==> config.mk <==
export PLATFORM = sky130hd
export DESIGN_NAME = cdc_handshake_tx
export DESIGN_NICKNAME = d
export VERILOG_FILES = /design/src/rtl/cdc_handshake_tx_pkg.sv /design/src/rtl/cdc_handshake_tx_level_sync.sv /design/src/rtl/cdc_handshake_tx.sv
export SDC_FILE = /design/constraint.sdc
export NUM_CORES = 1
export LEC_CHECK = 0
export BUFFER_PORTS_ARGS = -buffer_cell sky130_fd_sc_hd__buf_2
export CORE_MARGIN = 10
export CORE_UTILIZATION = 49
export DETAILED_ROUTE_END_ITERATION = 8
export MAX_ROUTING_LAYER = met4
export PLACE_DENSITY = 0.89
export SLEW_MARGIN = 5
export SYNTH_ARGS = -nofsm -noshare
export SYNTH_HDL_FRONTEND = slang
export SYNTH_SLANG_ARGS = --single-unit
==> constraint.sdc <==
create_clock -name CLK -period 1.9 [get_ports CLK]
set_input_delay 0.38 -clock CLK [delete_from_list [all_inputs] [get_ports CLK]]
set_output_delay 0.38 -clock CLK [all_outputs]
set_load 0.02 [all_outputs]
==> src/rtl/cdc_handshake_tx_pkg.sv <==
// cdc_pkg: shared types and default constants for the 4-phase REQ/ACK crossing.
//   cdc_state_e        - transmitter states (IDLE, REQ_HIGH, REQ_LOW)
//   CDC_DATA_WIDTH     - default transferred word width
//   CDC_SYNC_STAGES    - default ACK synchronizer depth (legal 2..4)
//   CDC_TIMEOUT_CYCLES - default REQ_HIGH wait limit, 0 disables the timeout
package cdc_pkg;

  typedef enum logic [1:0] {
    IDLE     = 2'd0,
    REQ_HIGH = 2'd1,
    REQ_LOW  = 2'd2
  } cdc_state_e;

  localparam int CDC_DATA_WIDTH     = 32;
  localparam int CDC_SYNC_STAGES    = 2;
  localparam int CDC_TIMEOUT_CYCLES = 1024;

endpackage

==> src/rtl/cdc_handshake_tx_level_sync.sv <==
// level_sync: multi-flop synchronizer for a slowly changing level.
//   CLK   - destination clock of the synchronized level
//   RESET - asynchronous active-high clear of the whole chain
//   d     - asynchronous level input
//   q     - synchronized level, STAGES cycles of latency
module level_sync #(
  parameter int STAGES = 2
) (
  input  logic CLK,
  input  logic RESET,
  input  logic d,
  output logic q
);

  logic [STAGES-1:0] chain;

  always_ff @(posedge CLK or posedge RESET) begin
    if (RESET) chain <= '0;
    else       chain <= {chain[STAGES-2:0], d};
  end

  assign q = chain[STAGES-1];

endmodule

==> src/rtl/cdc_handshake_tx.sv <==
// cdc_handshake_tx: source-side transmitter of a 4-phase REQ/ACK crossing.
// Captures a word on an accepted SEND_I, raises REQ_O, waits for the
// synchronized ACK to rise (or a timeout), drops REQ_O and then waits for
// ACK to fall before returning to idle.
//   CLK, RESET   - source clock, asynchronous active-high reset
//   SEND_I       - one-cycle strobe, accepted only while READY_O=1
//   DATA_I       - word sampled on an accepted SEND_I
//   READY_O      - idle, SEND_I accepted this cycle
//   REQ_O        - registered request level towards the destination
//   DATA_O       - held word, stable while REQ_O=1
//   ACK_ASYNC_I  - destination acknowledge, asynchronous to CLK
//   DONE_O       - pulse: ACK seen high then low
//   TIMEOUT_O    - pulse: ACK not seen high within TIMEOUT_CYCLES
//   DROP_O       - pulse: SEND_I ignored because the block was busy
module cdc_handshake_tx
  import cdc_pkg::*;
#(
  parameter int DATA_WIDTH     = CDC_DATA_WIDTH,
  parameter int SYNC_STAGES    = CDC_SYNC_STAGES,
  parameter int TIMEOUT_CYCLES = CDC_TIMEOUT_CYCLES
) (
  input  logic                  CLK,
  input  logic                  RESET,
  input  logic                  SEND_I,
  input  logic [DATA_WIDTH-1:0] DATA_I,
  output logic                  READY_O,
  output logic                  REQ_O,
  output logic [DATA_WIDTH-1:0] DATA_O,
  input  logic                  ACK_ASYNC_I,
  output logic                  DONE_O,
  output logic                  TIMEOUT_O,
  output logic                  DROP_O
);

  localparam int CNT_W = (TIMEOUT_CYCLES > 0) ? $clog2(TIMEOUT_CYCLES + 1) : 1;
  localparam logic [CNT_W-1:0] CNT_LAST =
    (TIMEOUT_CYCLES > 0) ? CNT_W'(TIMEOUT_CYCLES - 1) : '0;
  localparam logic [CNT_W-1:0] CNT_MAX = '1;

  cdc_state_e       state;
  logic [CNT_W-1:0] cnt;
  logic             timed_out;  // current transfer abandoned, suppress DONE_O
  logic             ack_s;
  logic             timeout_hit;

  level_sync #(.STAGES(SYNC_STAGES)) u_ack_sync (
    .CLK   (CLK),
    .RESET (RESET),
    .d     (ACK_ASYNC_I),
    .q     (ack_s)
  );

  assign timeout_hit = (TIMEOUT_CYCLES != 0) && (cnt == CNT_LAST);
  assign READY_O     = (state == IDLE);

  always_ff @(posedge CLK or posedge RESET) begin
    if (RESET) begin
      state     <= IDLE;
      REQ_O     <= 1'b0;
      DATA_O    <= '0;
      DONE_O    <= 1'b0;
      TIMEOUT_O <= 1'b0;
      DROP_O    <= 1'b0;
      cnt       <= '0;
      timed_out <= 1'b0;
    end else begin
      DONE_O    <= 1'b0;
      TIMEOUT_O <= 1'b0;
      DROP_O    <= SEND_I && (state != IDLE);
      case (state)
        IDLE: begin
          if (SEND_I) begin
            DATA_O    <= DATA_I;
            REQ_O     <= 1'b1;
            cnt       <= '0;
            timed_out <= 1'b0;
            state     <= REQ_HIGH;
          end
        end
        REQ_HIGH: begin
          // ACK is checked first so it wins over a coincident timeout.
          if (ack_s) begin
            REQ_O <= 1'b0;
            state <= REQ_LOW;
          end else if (timeout_hit) begin
            REQ_O     <= 1'b0;
            TIMEOUT_O <= 1'b1;
            timed_out <= 1'b1;
            state     <= REQ_LOW;
          end else if (cnt != CNT_MAX) begin
            cnt <= cnt + CNT_W'(1);
          end
        end
        REQ_LOW: begin
          // No timeout here: the destination must always release ACK.
          if (!ack_s) begin
            DONE_O <= !timed_out;
            state  <= IDLE;
          end
        end
        default: begin
          REQ_O <= 1'b0;
          state <= IDLE;
        end
      endcase
    end
  end

endmodule

==> impl_metrics.csv, run 1 <==
group,metric,value,unit
placed_design,gp_congestion,0.886,
drt,first_pass_iters,4,
synth,synth.most_common_cell,"nand2_1",
pwr,powerDensity,1560,mW/mm²
synth,yosys_warnings,0,
clocking,htree_num_levels,2,
synth,synth_top_area_share,60.7,%
cells_and_area,fillers,326,
pwr,p_sw_share,43.0,%
pwr,power.internal,2.37,mW
clocking,clk_pin_slew_worst_paths,0.10,ns
die,num_rows,23,
sta,hold_viol_final,0,
clocking,cts-root-buf,"clkbuf_8",
synth,synth_enable_flop_cells,0,
pwr,comb_power_share,42.9,%
synth,yosys-top-cells-area,"dfrtp_1 (61%), nand2_1 (18%), nand2b_1 (1.5%)",
synth,async_flop_share,100,%
cells_and_area,area_delta_synth_final,24.4,%
worst_setup_path,r2r_end,"cnt[7]$_DFFE_PP0P_",
global_routing,grt_start_max_net_pins,53,
synth,synth_ff_type,"dfrtp_1",
worst_setup_path,cp_slowest_stage_delay,0.45,ns
worst_setup_path,cpLargestDelayFamily,"simple AND/OR/NAND/NOR gates",
cells_and_area,finish.utilization,64.8,%
placed_design,placed_cells,344,
sta,min_period,1.80,ns
worst_setup_path,r2r_cells,5,
placed_design,dpl_worst_slack,0.119,ns
synth,ys_ff_latch,52,
sta,relSlewSlack,74.6,%
global_routing,first_global_vias,1841,
worst_setup_path,critPathLaunchType,"flip-flop",
worst_setup_path,critPathKind,"flip-flop to flip-flop",
synth,ys_seq_area_share,60.7,%
drt,routed_wirelength,5.17,mm
die,pin_count,73,
worst_setup_path,crit_buf_inv,0,
worst_setup_path,path_cells,"ha_1, nand3_4, or3_4, and4_4, a211o_1",
cells_and_area,fin_nets,338,
sta,slew_viol_final,0,
die,coreArea,0.00412,mm²
sta,setup_viol,0,
synth,syn_inst,226,
clocking,clk_latency,0.30,ns
global_routing,grt_usage,15.1,%
sta,setup_slack,0.101,ns
sta,period_share,94.7,%
synth,synthesis.nets,263,
drt,vias,1798,
worst_setup_path,slowest_stage,"or3_4",
synth,yosysTopAreaCell,"dfrtp_1",
clocking,cts_inserted_buffers,5,
die,chipHeight,86.2,µm
cells_and_area,multi_input_area,800,µm²
worst_setup_path,reg2reg_slack,0.10,ns
cells_and_area,final_layout_size_suffix_gt1_share,29.8,%
clocking,ctsResizeCount,0,
placed_design,port_buffers,72,
clocking,cts_hold_buf,0,
flow_run,cap_violations,0,
drt,via_per_inst,5.11,
sta,tns,0,ns
pwr,leakagePower,1.46,nW
cells_and_area,fin_area,0.00267,mm²
clocking,clockBufferDepth,2,
die,initial_core_util,52.1,%
pwr,p_switching,1.79,mW
pwr,power_frac_clock,14.9,%
pwr,ir_drop,0.803,mV
synth,avgSynthCellArea,9.49,µm²
global_routing,grt_overflow,0,
placed_design,dpl.hpwl,3.79,mm
worst_setup_path,cp.required,2.08,ns
synth,syn-cell-area,0.00214,mm²
sta,rsz0062_at_grt,"no",
sta,finClkSkew,0.0113,ns
sta,max_clock_freq,556,MHz
cells_and_area,ff_latch_area,0.00130,mm²
die,die_area,0.00742,mm²
clocking,clock-sinks,52,
die,fp.dieW,86.2,µm
outcome,outcome,"finished, final reports clean",
placed_design,place_area,0.00258,mm²
cells_and_area,diodes,0,
drt,initialDrtViolationCount,115,
drt,drtAntennaViolNets,0,
clocking,cts_setup_buffers,0,
synth,synth_cell_type_count,34,
min_path,hold_path_class,"input port to asynchronous set/reset pin",
worst_setup_path,crit_path_end_kind,"flip-flop",
worst_setup_path,path_max_fanout,7,
global_routing,grt_pass1_wl,8.85,mm
global_routing,antenna_found_initial,0,
drt,routedWlPerCell,14.7,µm
cells_and_area,final_cells,352,
synth,ys_top_cells_by_count,"nand2_1 (104), dfrtp_1 (52), clkbuf_1 (7)",
worst_setup_path,r2r-start,"cnt[0]$_DFFE_PP0P_",
worst_setup_path,arrival,1.98,ns
sta,worstMarginPinSlew,0.381,ns
clocking,cts_tree,"yes",
drt,drc,0,
pwr,seq_power_share,42.3,%
worst register-to-register path, delay by kind of cell (launching register included):
family | cells | cell delay (ns)
DFF | 1 | 0.40
adders and majority gates | 1 | 0.26
and+or+nand+nor | 3 | 0.77
AOI/OAI and AO/OA | 1 | 0.26
power groups by stage:
stage               combinational (mW)  clock (mW)  sequential [mW]
floorplan                        0.721           0             2.19
global placement                  1.76           0             1.75
detailed placement                1.81           0             1.77
CTS                               1.82       0.640             1.76
global route                      2.00       0.698             1.82
finish                            1.78       0.619             1.76
per-stage QoR:
| stage | hold WS, ns | power, mW |
|---|---|---|
| after detailed placement | 0.354 | 3.59 |
| after global placement | 0.348 | 3.51 |
| after CTS | 0.109 | 4.21 |
| after global routing | 0.106 | 4.52 |
| final | 0.106 | 4.16 |
| after floorplan | 0.331 | 2.91 |
layout make-up:
type | count | share of cell area (%)
Clock buffer | 6 | 2.72
Inverter | 2 | 0.281
Sequential cell | 52 | 48.8
Tap cell | 50 | 2.35
Timing Repair Buffer | 77 | 15.4
Clock inverter | 2 | 0.516
Multi-Input combinational cell | 163 | 30.0
flip-flops by register name, summed over array words and instances, names as in the netlist:
name              flops
timed_out             1
DATA_O               32
u_ack_sync.chain      2
REQ_O                 1
DROP_O                1
state                 2
DONE_O                1
TIMEOUT_O             1
cnt                  11
cell usage in the layout (no fill, tap or decap), types with 2 or more instances in the layout:
cell type,Yosys,routed
buf_2,2,72
a21oi_1,4,4
clkbuf_8,0,5
buf_4,0,4
nand3_1,3,3
nand2_1,104,104
o21ai_0,4,4
nor2b_1,4,4
dfrtp_1,52,52
o22a_1,3,3
nand4_1,2,2
o31ai_1,2,2
nor3b_1,2,2
nor3_1,5,5
nand2b_1,5,5
nor2_1,6,6
and2_1,2,2
layer usage:
metal,track usage (%),vias to the layer above,wire [µm]
li1,-,882,-
met1,17.9,824,2140
met2,23.3,80,2580
met3,4.54,12,314
met4,6.59,0,129
met5,-,-,0
cells by family (layout without fill, tap and decap cells):
kind of cell | count (synthesis) | after routing | share of synthesized area (%)
flops | 52 | 52 | 60.7
buf+inv | 11 | 87 | 2.04
mux | 1 | 1 | 0.525
fa+ha+maj | 1 | 1 | 0.583
compound gates | 22 | 22 | 7.70
simple gates | 139 | 139 | 28.5
worst max-delay path by stage:
| stage | from | slack (ns) | cells after the start | endpoint |
|---|---|---|---|---|
| CTS | cnt[0]$_DFFE_PP0P_ | 0.1 | 5 | cnt[7]$_DFFE_PP0P_ |
| floorplan | cnt[0]$_DFFE_PP0P_ | 0.22 | 5 | cnt[7]$_DFFE_PP0P_ |
| global placement | cnt[0]$_DFFE_PP0P_ | 0.18 | 5 | cnt[7]$_DFFE_PP0P_ |
| global route | cnt[0]$_DFFE_PP0P_ | 0.03 | 5 | cnt[7]$_DFFE_PP0P_ |
| finish | cnt[0]$_DFFE_PP0P_ | 0.10 | 5 | cnt[7]$_DFFE_PP0P_ |
| detailed placement | cnt[0]$_DFFE_PP0P_ | 0.12 | 5 | cnt[7]$_DFFE_PP0P_ |
Note: power is estimated with default switching activity, not from simulation.
==> inputs of run 2 (changes only) <==
--- a/config.mk
+++ b/config.mk
@@ -6,11 +6,13 @@
 export NUM_CORES = 1
 export LEC_CHECK = 0
 export BUFFER_PORTS_ARGS = -buffer_cell sky130_fd_sc_hd__buf_2
+export CELL_PAD_IN_SITES_DETAIL_PLACEMENT = 0
+export CELL_PAD_IN_SITES_GLOBAL_PLACEMENT = 2
 export CORE_MARGIN = 10
-export CORE_UTILIZATION = 49
+export CORE_UTILIZATION = 29
 export DETAILED_ROUTE_END_ITERATION = 8
 export MAX_ROUTING_LAYER = met4
-export PLACE_DENSITY = 0.89
+export PLACE_DENSITY = 0.9
 export SLEW_MARGIN = 5
 export SYNTH_ARGS = -nofsm -noshare
 export SYNTH_HDL_FRONTEND = slang
==> impl_metrics.csv, run 2 (synthesis results as in run 1) <==
group,metric,value,unit
die,coreArea,0.00721,mm²
pwr,powerDensity,1580,mW/mm²
pwr,power_frac_clock,18.6,%
min_path,hold_path_class,"input port to asynchronous set/reset pin",
pwr,power.internal,2.61,mW
clocking,htree_num_levels,2,
die,die_area,0.0112,mm²
global_routing,antenna_found_initial,0,
drt,routedWlPerCell,13.3,µm
placed_design,port_buffers,72,
cells_and_area,largest_reg_flops,32,
clocking,cts_setup_buffers,0,
die,fp.dieW,106,µm
drt,routed_wirelength,5.38,mm
drt,drc,0,
clocking,cts_inserted_buffers,5,
sta,worstMarginPinSlew,0.393,ns
global_routing,grt_usage,10.4,%
global_routing,grt_overflow,0,
cells_and_area,final_cells,404,
die,initial_core_util,29.7,%
worst_setup_path,critPathKind,"flip-flop to flip-flop",
sta,setup_viol,0,
clocking,cts_hold_buf,0,
flow_run,cap_violations,0,
cells_and_area,finish.utilization,38.7,%
sta,max_clock_freq,566,MHz
sta,period_share,93.0,%
clocking,ctsResizeCount,0,
cells_and_area,fillers,767,
clocking,clock-sinks,52,
sta,slew_viol_final,0,
cells_and_area,final_layout_size_suffix_gt1_share,30.8,%
cells_and_area,regMostFlops,"DATA_O",
placed_design,placed_cells,396,
sta,setup_slack,0.134,ns
worst_setup_path,crit_path_end_kind,"flip-flop",
clocking,clk_latency,0.30,ns
placed_design,dpl.hpwl,3.98,mm
pwr,leakagePower,1.49,nW
clocking,cts-root-buf,"clkbuf_8",
drt,via_per_inst,4.24,
sta,relSlewSlack,73.8,%
die,chipHeight,106,µm
drt,first_pass_iters,4,
die,num_rows,31,
drt,vias,1711,
pwr,seq_power_share,40.0,%
worst_setup_path,cp.required,2.10,ns
sta,fin_hold_ws,0.105,ns
die,pin_count,73,
clocking,clk_pin_slew_worst_paths,0.09,ns
worst_setup_path,arrival,1.96,ns
sta,tns,0,ns
clocking,clockBufferDepth,2,
sta,min_period,1.77,ns
drt,drtAntennaViolNets,0,
drt,initialDrtViolationCount,77,
pwr,comb_power_share,41.4,%
outcome,outcome,"finished, final reports clean",
sta,finClkSkew,0.00529,ns
global_routing,first_global_vias,1851,
cells_and_area,final_common_cell,"nand2_1",
worst_setup_path,critPathLaunchType,"flip-flop",
cells_and_area,multi_input_area,800,µm²
clocking,cts_tree,"yes",
cells_and_area,final_cell_mix,"nand2_1 (104), buf_2 (72), dfrtp_1 (52)",
placed_design,dpl_worst_slack,0.146,ns
cells_and_area,reg_top3,"DATA_O (32), cnt (11)",
cells_and_area,ff_latch_area,0.00130,mm²
pwr,ir_drop,0.576,mV
global_routing,grt_pass1_wl,9.21,mm
worst_setup_path,path_max_fanout,7,
pwr,p_sw_share,40.8,%
placed_design,gp_congestion,0.790,
sta,rsz0062_at_grt,"no",
sta,hold_viol_final,0,
global_routing,grt_start_max_net_pins,36,
cells_and_area,area_delta_synth_final,30.2,%
cells_and_area,fin_nets,341,
cells_and_area,diodes,0,
pwr,p_switching,1.80,mW
## run 2: cell count changes in the layout (fill, tap and decap cells not counted)
cell,previous run,this run
buf_4,4,7
bufinv_16,0,1
clkbuf_1,1,0
clkbuf_8,5,7
clkinv_2,1,0
inv_6,1,0
## run 2: worst paths after layout
kind | start | end | slack (ns) | cells past startpoint
setup reg to reg | cnt[0]$_DFFE_PP0P_ | cnt[7]$_DFFE_PP0P_ | 0.13 | 5
min in group CLK | ACK_ASYNC_I | u_ack_sync.chain[0]$_DFF_PP0_ | 0.18 | 1
hold reg to reg | u_ack_sync.chain[0]$_DFF_PP0_ | u_ack_sync.chain[1]$_DFF_PP0_ | 0.37 | 0
setup / recovery | cnt[0]$_DFFE_PP0P_ | cnt[7]$_DFFE_PP0P_ | 0.13 | 5
hold / removal | RESET | DATA_O[8]$_DFFE_PP0P_ | 0.11 | 3
max in group asynchronous | RESET | DATA_O[1]$_DFFE_PP0P_ | 1.47 | 3
## run 2: worst max-delay path, cell delays in order, from the launching register on
cell and delay, ns:
dfrtp_1 0.40, ha_1 0.26, nand3_4 0.12, or3_4 0.44, and4_4 0.19, a211o_1 0.25
## run 2: power by group through the flow
stage	registers (mW)	logic, mW	clock network, mW
6_report	1.76	1.82	0.818
5_1_grt	1.82	2.04	0.906
4_1_cts	1.77	1.87	0.848
3_5_place_dp	1.77	1.87	0
3_3_place_gp	1.76	1.86	0
2_1_floorplan	2.19	0.721	0
## run 2: area by class of cell
cell class	instances	area share (%)
timing repair buffer	80	15.5
multi-input combinational	163	28.6
clock inverter	1	1.08
inverter	2	0.269
tap	99	4.44
sequential	52	46.6
clock buffer	7	3.45
## run 2: layer usage
layer | wire length, µm | GRT usage [%]
met1 | 2600 | 13.6
met2 | 2380 | 14.2
met3 | 350 | 4.17
met4 | 47 | 3.19
met5 | 0 | -
## run 2: metrics by stage
stage	cell area, µm²	power, mW
after floorplan	2140	2.91
after CTS	2790	4.48
after global placement	2670	3.62
final	2790	4.40
after global routing	2790	4.77
after detailed placement	2670	3.65
==> inputs of run 3 (changes only) <==
--- a/config.mk
+++ b/config.mk
@@ -16,4 +16,5 @@
 export SLEW_MARGIN = 5
 export SYNTH_ARGS = -nofsm -noshare
 export SYNTH_HDL_FRONTEND = slang
+export SYNTH_HIERARCHICAL = 1
 export SYNTH_SLANG_ARGS = --single-unit
==> impl_metrics.csv, run 3 <==
group,metric,value,unit
synth,syn-cell-area,0.00215,mm²
synth,muxShareOfSynthArea,0.465,%
flow_run,cap_violations,0,
cells_and_area,final_layout_size_suffix_gt1_share,32.8,%
pwr,leakagePower,1.49,nW
synth,synth-simple-area-share,27.9,%
min_path,hold_path_class,"input port to flip-flop",
sta,min_period,1.89,ns
clocking,clk_pin_slew_worst_paths,0.10,ns
cells_and_area,fillers,778,
synth,yosysTopAreaCell,"dfrtp_1",
synth,synth_enable_flop_cells,0,
cells_and_area,reg_top3,"DATA_O (32), cnt (11)",
synth,synth_top_area_share,60.4,%
synth,synth.most_common_cell,"nand2_1",
worst_setup_path,critPathKind,"flip-flop to flip-flop",
die,num_rows,31,
synth,ys_ff_latch,52,
global_routing,grt_pass1_wl,9.27,mm
synth,ys_top_cells_by_count,"nand2_1 (101), dfrtp_1 (52), a21oi_1 (8), inv_1 (8)",
outcome,outcome,"finished, final reports clean",
die,initial_core_util,29.7,%
clocking,clock-sinks,52,
sta,rsz0062_at_grt,"yes",
drt,vias,1808,
clocking,clk_latency,0.30,ns
clocking,cts_setup_buffers,0,
cells_and_area,multi_input_area,793,µm²
clocking,cts_inserted_buffers,5,
cells_and_area,diodes,0,
synth,yosys.area_share.xor_xnor,0,%
sta,setup_slack,0.00694,ns
sta,slew_viol_final,0,
drt,drc,0,
cells_and_area,fin_nets,347,
placed_design,port_buffers,72,
die,chipHeight,106,µm
synth,synth_top_family_by_area,"simple AND/OR/NAND/NOR gates",
cells_and_area,regMostFlops,"DATA_O",
sta,period_share,99.6,%
cells_and_area,final_cell_mix,"nand2_1 (101), buf_2 (72), dfrtp_1 (52)",
drt,initialDrtViolationCount,73,
placed_design,dpl_worst_slack,0.0327,ns
die,coreArea,0.00725,mm²
drt,via_per_inst,4.41,
synth,avgSynthCellArea,9.40,µm²
global_routing,first_global_vias,1899,
drt,routed_wirelength,5.50,mm
worst_setup_path,crit_path_end_kind,"flip-flop",
sta,fin_hold_ws,0.181,ns
sta,max_clock_freq,528,MHz
global_routing,grt_usage,10.1,%
clocking,htree_num_levels,2,
sta,worstMarginPinSlew,0.439,ns
sta,setup_viol,0,
synth,async_flop_share,100,%
sta,finClkSkew,0.00927,ns
drt,first_pass_iters,5,
worst_setup_path,critPathLaunchType,"flip-flop",
worst_setup_path,arrival,2.12,ns
drt,routedWlPerCell,13.4,µm
placed_design,dpl.hpwl,3.86,mm
pwr,power,4.29,mW
synth,synthesis.nets,266,
die,pin_count,73,
die,fp.dieW,106,µm
synth,synth_ff_type,"dfrtp_1",
sta,relSlewSlack,70.7,%
global_routing,grt_overflow,0,
cells_and_area,area_delta_synth_final,32.1,%
synth,synth_compound_area_share,6.91,%
global_routing,antenna_found_initial,0,
clocking,cts_tree,"yes",
synth,ys_seq_area_share,60.4,%
placed_design,gp_congestion,0.793,
drt,drtAntennaViolNets,0,
cells_and_area,final_common_cell,"nand2_1",
synth,synth_cell_type_count,34,
synth,synthAdderAreaFrac,0.581,%
clocking,cts-root-buf,"clkbuf_8",
cells_and_area,largest_reg_flops,32,
global_routing,grt_start_max_net_pins,51,
die,die_area,0.0113,mm²
synth,syn_inst,229,
worst_setup_path,path_max_fanout,5,
pwr,powerDensity,1510,mW/mm²
synth,yosys-top-cells-area,"dfrtp_1 (60%), nand2_1 (18%), or4_1 (2.1%)",
worst_setup_path,cp.required,2.13,ns
synth,yosys_warnings,6,
clocking,clockBufferDepth,2,
cells_and_area,ff_latch_area,0.00130,mm²
pwr,ir_drop,0.493,mV
sta,hold_viol_final,0,
==> run 3: final timing paths <==
kind	startpoint	end	slack [ns]	depth (start not counted)
max reg2reg	state[0]$_DFFE_PP0P_	cnt[5]$_DFFE_PP0P_	0.007	4
min in group asynchronous	RESET	u_ack_sync/chain[1]$_DFF_PP0_	0.48	3
min reg2reg	u_ack_sync/chain[0]$_DFF_PP0_	u_ack_sync/chain[1]$_DFF_PP0_	0.37	0
max	state[0]$_DFFE_PP0P_	cnt[5]$_DFFE_PP0P_	0.007	4
max in group asynchronous	RESET	DATA_O[11]$_DFFE_PP0P_	0.99	4
min	ACK_ASYNC_I	u_ack_sync/chain[0]$_DFF_PP0_	0.18	1
==> run 3: cell families (layout without fill, tap and decap cells) <==
group           Yosys count  in the layout
simple gates            133            133
mux                       1              1
fa+ha+maj                 1              1
flops                    52             52
buf+inv                  19            101
compound gates           23             23
==> run 3: critical path, stage by stage (launching register included) <==
cell	delay (ns)
dfrtp_1	0.42
or3b_4	0.41
a211o_1	0.37
or4_1	0.44
a21oi_2	0.16
==> run 3: what timing repair did <==
action,in CTS,in global routing
setup endpoints to repair,0,4
endpoints found under the hold margin,2,0
resized for setup,0,4
hold buffers,1,0
==> run 3: report_power, final <==
| group | switching, mW | total [mW] | leakage (nW) | internal (mW) |
|---|---|---|---|---|
| Clock | 0.373 | 0.763 | 0.0541 | 0.390 |
| Combinational | 1.19 | 1.82 | 0.773 | 0.627 |
| Sequential | 0.207 | 1.71 | 0.662 | 1.50 |
| Total | 1.77 | 4.29 | 1.49 | 2.52 |
==> run 3: through the flow <==
| stage | instances | instance area (µm²) | TNS [ns] | utilization [%] |
|---|---|---|---|---|
| after global placement | 401 | 2710 | 0 | 37.3 |
| final | 410 | 2850 | 0 | 39.2 |
| after floorplan | 229 | 2150 | 0 | - |
| after CTS | 410 | 2830 | 0 | 39.0 |
| after detailed placement | 401 | 2710 | 0 | 37.3 |
| after global routing | 410 | 2850 | -0.0501 | 39.2 |
==> run 3: metal layers <==
metal,share of wire (%),track usage (%)
met1,47,12.2
met3,6.6,2.78
met2,45,15.6
met4,1.4,4.06
met5,0,-
==> run 3: area by class of cell <==
cell class                 instances  share of cell area [%]
sequential                        52                    45.7
multi-input combinational        158                    27.9
timing repair buffer              85                    17.1
tap                               99                    4.35
clock buffer                       5                    2.42
clock inverter                     3                    1.50
inverter                           8                    1.06
